### config.mk
export PLATFORM = sky130hd
export DESIGN_NAME = game_controller_flat
export DESIGN_NICKNAME = d
export VERILOG_FILES = /design/src/rtl/game_controller_if.sv /design/src/rtl/game_controller.sv /design/src/flat_wrapper.sv
export SDC_FILE = /design/constraint.sdc
export NUM_CORES = 1
export LEC_CHECK = 0
export CELL_PAD_IN_SITES_DETAIL_PLACEMENT = 1
export CELL_PAD_IN_SITES_GLOBAL_PLACEMENT = 1
export CORE_AREA = 10 10 91 73
export DETAILED_ROUTE_END_ITERATION = 10
export DIE_AREA = 0 0 101 83
export MAX_ROUTING_LAYER = met4
export PLACE_DENSITY = 0.77
export SYNTH_ARGS = -nofsm -noshare
export SYNTH_HDL_FRONTEND = slang
export SYNTH_SLANG_ARGS = --single-unit
### constraint.sdc
create_clock -name clk -period 2.55 [get_ports clk]
set_clock_uncertainty 0.1 [all_clocks]
set_input_delay 0.3825 -clock clk [delete_from_list [all_inputs] [get_ports clk]]
set_output_delay 0.3825 -clock clk [all_outputs]
set_load 0.03 [all_outputs]
### src/rtl/game_controller_if.sv
// game_controller_if: per-pixel requests and frame/key inputs into the round FSM, plus its HUD and pulse outputs.
interface game_controller_if;
   logic       startOfFrame, startKey, win, bubbleDR, playerDR, arrowDR;
   logic       arrowHit, arrowClear, bubbleStart, roundResetN;
   logic [1:0] lives;
   logic [6:0] timeLeft;
   logic [2:0] state;
   modport master (
      output startOfFrame, startKey, win, bubbleDR, playerDR, arrowDR,
      input  arrowHit, arrowClear, bubbleStart, roundResetN, lives, timeLeft, state
   );
   modport slave (
      input  startOfFrame, startKey, win, bubbleDR, playerDR, arrowDR,
      output arrowHit, arrowClear, bubbleStart, roundResetN, lives, timeLeft, state
   );
endinterface

### src/rtl/game_controller.sv
// game_controller: round-level FSM driving the bubble array; latches collisions per frame, runs the round timer and lives.
module game_controller #(
   parameter int LIVES          = 3,
   parameter int ROUND_SECONDS  = 60,
   parameter int FRAMES_PER_SEC = 30,
   parameter int DEATH_FRAMES   = 60,
   parameter int WIN_FRAMES     = 90
) (
   input logic               clk,
   input logic               resetN,
   game_controller_if.slave  g
);
   localparam logic [2:0] IDLE = 3'd0, RUN = 3'd1, DEATH = 3'd2, WIN = 3'd3, GAMEOVER = 3'd4;
   localparam logic [1:0] LV0 = 2'(LIVES);
   localparam logic [6:0] TL0 = 7'(ROUND_SECONDS);
   localparam logic [7:0] FPS_M1 = 8'(FRAMES_PER_SEC - 1);
   localparam logic [7:0] DTH_M1 = 8'(DEATH_FRAMES - 1);
   localparam logic [7:0] WIN_M1 = 8'(WIN_FRAMES - 1);
   logic [2:0] st;
   logic [1:0] lv;
   logic [6:0] tl;
   logic [7:0] fcnt, wcnt;
   logic       key_prev, p_hit, a_hit, b_start, a_clear, rr_n, run, key_rise, sof;
   assign run      = st == RUN;
   assign sof      = g.startOfFrame;
   assign key_rise = g.startKey & ~key_prev;
   assign g.arrowHit    = g.arrowDR & g.bubbleDR & run;
   assign g.arrowClear  = a_clear;
   assign g.bubbleStart = b_start;
   assign g.roundResetN = rr_n;
   assign g.lives       = lv;
   assign g.timeLeft    = tl;
   assign g.state       = st;
   always_ff @(posedge clk or negedge resetN)
      if (!resetN) begin
         st       <= IDLE;
         lv       <= LV0;
         tl       <= TL0;
         fcnt     <= '0;
         wcnt     <= '0;
         key_prev <= 1'b0;
         p_hit    <= 1'b0;
         a_hit    <= 1'b0;
         b_start  <= 1'b0;
         a_clear  <= 1'b0;
         rr_n     <= 1'b1;
      end else begin
         key_prev <= g.startKey;
         b_start  <= 1'b0;
         a_clear  <= 1'b0;
         rr_n     <= 1'b1;
         p_hit    <= sof ? 1'b0 : p_hit | (run & g.playerDR & g.bubbleDR);
         a_hit    <= sof ? 1'b0 : a_hit | (run & g.arrowDR & g.bubbleDR);
         case (st)
            IDLE: if (key_rise) begin
               st      <= RUN;
               b_start <= 1'b1;
               tl      <= TL0;
               fcnt    <= '0;
            end
            RUN: if (sof) begin
               fcnt    <= fcnt == FPS_M1 ? 8'd0 : fcnt + 8'd1;
               if (fcnt == FPS_M1 && tl != 7'd0) tl <= tl - 7'd1;
               a_clear <= a_hit;
               wcnt    <= '0;
               // win outranks a death decided in the same frame
               if (g.win) begin
                  st      <= WIN;
                  a_clear <= 1'b1;
               end else if (p_hit || tl == 7'd0) begin
                  lv      <= lv - 2'd1;
                  st      <= lv == 2'd1 ? GAMEOVER : DEATH;
                  a_clear <= 1'b1;
               end
            end
            DEATH: if (!rr_n) begin
               st      <= RUN;
               b_start <= 1'b1;
               tl      <= TL0;
               fcnt    <= '0;
            end else if (sof) begin
               if (wcnt == DTH_M1) rr_n <= 1'b0;
               else wcnt <= wcnt + 8'd1;
            end
            WIN: if (sof) begin
               if (wcnt == WIN_M1) begin
                  rr_n <= 1'b0;
                  tl   <= TL0;
                  st   <= IDLE;
               end else wcnt <= wcnt + 8'd1;
            end
            GAMEOVER: if (key_rise) begin
               rr_n <= 1'b0;
               lv   <= LV0;
               tl   <= TL0;
               st   <= IDLE;
            end
            default: st <= IDLE;
         endcase
      end
endmodule
### src/flat_wrapper.sv
// flat-port wrapper written by rule: the top's interface ports become plain ports
module game_controller_flat 
#(
   parameter int LIVES          = 3,
   parameter int ROUND_SECONDS  = 60,
   parameter int FRAMES_PER_SEC = 30,
   parameter int DEATH_FRAMES   = 60,
   parameter int WIN_FRAMES     = 90
)
  (clk, resetN, g_startOfFrame, g_startKey, g_win, g_bubbleDR, g_playerDR, g_arrowDR, g_arrowHit, g_arrowClear, g_bubbleStart, g_roundResetN, g_lives, g_timeLeft, g_state);
  game_controller_if g_i ();
  input logic clk;
  input logic resetN;
  input wire logic [$bits(g_i.startOfFrame)-1:0] g_startOfFrame;
  input wire logic [$bits(g_i.startKey)-1:0] g_startKey;
  input wire logic [$bits(g_i.win)-1:0] g_win;
  input wire logic [$bits(g_i.bubbleDR)-1:0] g_bubbleDR;
  input wire logic [$bits(g_i.playerDR)-1:0] g_playerDR;
  input wire logic [$bits(g_i.arrowDR)-1:0] g_arrowDR;
  output wire logic [$bits(g_i.arrowHit)-1:0] g_arrowHit;
  output wire logic [$bits(g_i.arrowClear)-1:0] g_arrowClear;
  output wire logic [$bits(g_i.bubbleStart)-1:0] g_bubbleStart;
  output wire logic [$bits(g_i.roundResetN)-1:0] g_roundResetN;
  output wire logic [$bits(g_i.lives)-1:0] g_lives;
  output wire logic [$bits(g_i.timeLeft)-1:0] g_timeLeft;
  output wire logic [$bits(g_i.state)-1:0] g_state;
  assign g_i.startOfFrame = g_startOfFrame;
  assign g_i.startKey = g_startKey;
  assign g_i.win = g_win;
  assign g_i.bubbleDR = g_bubbleDR;
  assign g_i.playerDR = g_playerDR;
  assign g_i.arrowDR = g_arrowDR;
  assign g_arrowHit = g_i.arrowHit;
  assign g_arrowClear = g_i.arrowClear;
  assign g_bubbleStart = g_i.bubbleStart;
  assign g_roundResetN = g_i.roundResetN;
  assign g_lives = g_i.lives;
  assign g_timeLeft = g_i.timeLeft;
  assign g_state = g_i.state;
  game_controller #(.LIVES(LIVES), .ROUND_SECONDS(ROUND_SECONDS), .FRAMES_PER_SEC(FRAMES_PER_SEC), .DEATH_FRAMES(DEATH_FRAMES), .WIN_FRAMES(WIN_FRAMES)) u_core (.clk(clk), .resetN(resetN), .g(g_i));
endmodule
==> impl_metrics.ini <==
[job]
maxCapViolations = 0

[final_layout]
num_antenna_cells = 0
final_cell_mix = dfrtp_1, nor2_1, clkdlybuf4s50_1
design_area_um2 = 2477
final_common_cell = dfrtp_1
fin_util_pct = 51.43
area_delta_synth_final_pct = 22.91
num-nets-final = 272
fillers = 567
final_layout_size_suffix_gt1_share_pct = 14.29

[critical_path]
rrSetupSlack_ns = 0.17
crit_fanout = 8
r2r_end = u_core.g.timeLeft[4]
r2r_cells = 5
cp.required_ns = 2.67
cp-end-kind = flop
critPathArrivalTime_ns = 2.50
start_kind = flop
timing_worst_setup_path_type = reg -> reg
worstReg2RegStart = u_core.fcnt[5]

[power]
combPwrFrac_pct = 50.8
irDropWorstVdd_mv = 0.4760
clockPowerShare_pct = 16.8
leakage_nw = 1.069
seqPwrFrac_pct = 32.3
p_int_w = 0.001420
p_per_area_nw_per_um2 = 1012
p_sw_share_pct = 43.36
p_sw_w = 0.001087

[yosys]
synth_edf_count = 0
synthTopCellsByArea = dfrtp_1, dfstp_2, o21ai_0, nor2_1, ha_1
syn_inst = 222
yosys_register_bits = 34
syn_nets = 236
ys_warn_count = 0
yosys.area.top_type = dfrtp_1
ys_seq_area_share_pct = 42.64
syn_area_per_cell_um2 = 9.080
synth_top_area_share_pct = 33.52
yosysUniqueCellTypes = 52
synthesis.area_um2 = 2016
ys.flop_type = dfrtp_1
async_flop_share_pct = 100.0

[timing]
drv_slew = 0
final-setup-viol-count = 0
final_hold_viol_count = 0
min_period_over_period_pct = 93.34
worst_pin_slew_ns = 0.4439
rsz0062_at_grt = no
fmax_mhz = 420.2
tns_ns = 0
max-slew-margin-rel_pct = 70.41
layout_min_cycle_time_ns = 2.380

[placed_design]
gp_congestion = 0.7617
dp_hpwl_um = 3957
io_buffer_count = 23
dpl_cell_area_um2 = 2386

[grt]
antenna_found_initial = 0
grt_first_pass_wirelength_um = 9252
globalRouteTotalUtil_pct = 13.59
grt_pass1_vias = 1810
overflow = 0
grt_max_degree = 35

[clock_tree]
cts_tree = done
cts_setup_buffers = 0
postCtsHoldBufs = 0
post_cts_resized = 0
clockRootBuffer = clkbuf_8
htreeDepth = 2
clk_latency_ns = 0.29
path_clk_slew_ns = 0.07
cts_sinks = 34
ctsLongestPathBuffers = 2
cts-buffers-inserted = 5

[status]
status = completed

[detailed_routing]
routed_wl_um = 5380
drt_iter0_markers = 81
num_vias = 1822
wire_per_inst_um = 16.87
ant_nets = 0
drc = 0
first_pass_iters = 4
vias_per_cell = 5.712

[die]
die_w_um = 101
ios = 24
coreArea_um2 = 4817
dieArea_um2 = 8383
die_h_um = 83
placementRows = 22
initial_utilization_pct = 41.84

[min_path]
hold_path.class = in -> async
per-layer routing:
metal / share of wire (%) / global-route usage (%) / vias up
met4: 1.2 / 4.277 / 0
met2: 41 / 17.77 / 37
met1: 53 / 19.71 / 890
met5: 0 / - / -
met3: 5.3 / 3.394 / 8
li1: - / - / 887
registers in the layout, indices dropped and copies added (netlist names), 2 cells and up:
signal,count
u_core.g.state,3
u_core.wcnt,8
u_core.fcnt,8
u_core.g.timeLeft,7
u_core.g.lives,2
Yosys cell counts, drive strengths merged (4+ instances only):
library cell and number:
or3 4, nor2 25, nand3 10, nand2 15, o31ai 6, dfstp 7
inv 14, ha 6, nand2b 5, o21ai 21, dfrtp 27, clkbuf 7
nor3 8, a21oi 10
stage by stage:
step                worst slack [ns]  instances  total power (W)  hold slack [ns]
finish                        0.1700        319         0.002508           0.4010
global route                 0.05424        319         0.002719           0.4267
CTS                           0.1771        319         0.002530           0.4103
detailed placement            0.1170        311         0.002096           0.3944
global placement              0.1684        311         0.002064           0.3783
floorplan                     0.3346        222         0.001648         -0.01309
how the worst max path moves through the flow:
stage | startpoint | to | cells past startpoint
finish | u_core.fcnt[5] | u_core.g.timeLeft[4] | 5
global route | u_core.fcnt[5] | u_core.g.timeLeft[4] | 5
CTS | u_core.fcnt[5] | u_core.g.timeLeft[4] | 5
detailed placement | g_startOfFrame | u_core.g.timeLeft[4] | 6
global placement | g_startOfFrame | u_core.g.timeLeft[4] | 6
floorplan | u_core.g.state[1] | u_core.wcnt[0] | 6
power groups by stage:
stage,sequential [W],combinational [W],clock (W)
2_1_floorplan,0.000925,0.000723,0
3_3_place_gp,0.000816,0.00125,0
3_5_place_dp,0.000820,0.00128,0
4_1_cts,0.000813,0.00129,0.000429
5_1_grt,0.000834,0.00143,0.000457
6_report,0.000811,0.00128,0.000422
kinds of logic after synthesis:
| family | Yosys count | synth area share [%] |
|---|---|---|
| compound gates | 60 | 20.30 |
| fa+ha+maj | 6 | 3.724 |
| buf+inv | 22 | 4.469 |
| flops | 34 | 42.64 |
| mux | 4 | 2.172 |
| simple gates | 96 | 26.69 |
cell type report:
class                           count  area (um2)  area share [%]
Clock inverter                      1       5.005          0.2020
Inverter                           14       52.55           2.121
Clock buffer                        7       86.33           3.485
Timing Repair Buffer               37       332.8           13.43
Tap cell                           60       75.07           3.030
Sequential cell                    34       859.6           34.70
Multi-Input combinational cell    166        1066           43.03
critical path, stage by stage, from the launching register on:
cell,delay [ns]
dfrtp_1,0.42
or4b_4,0.56
o21ai_4,0.28
nand4_4,0.18
or2_1,0.37
o32a_1,0.39
Note: power is estimated with default switching activity, not from simulation.
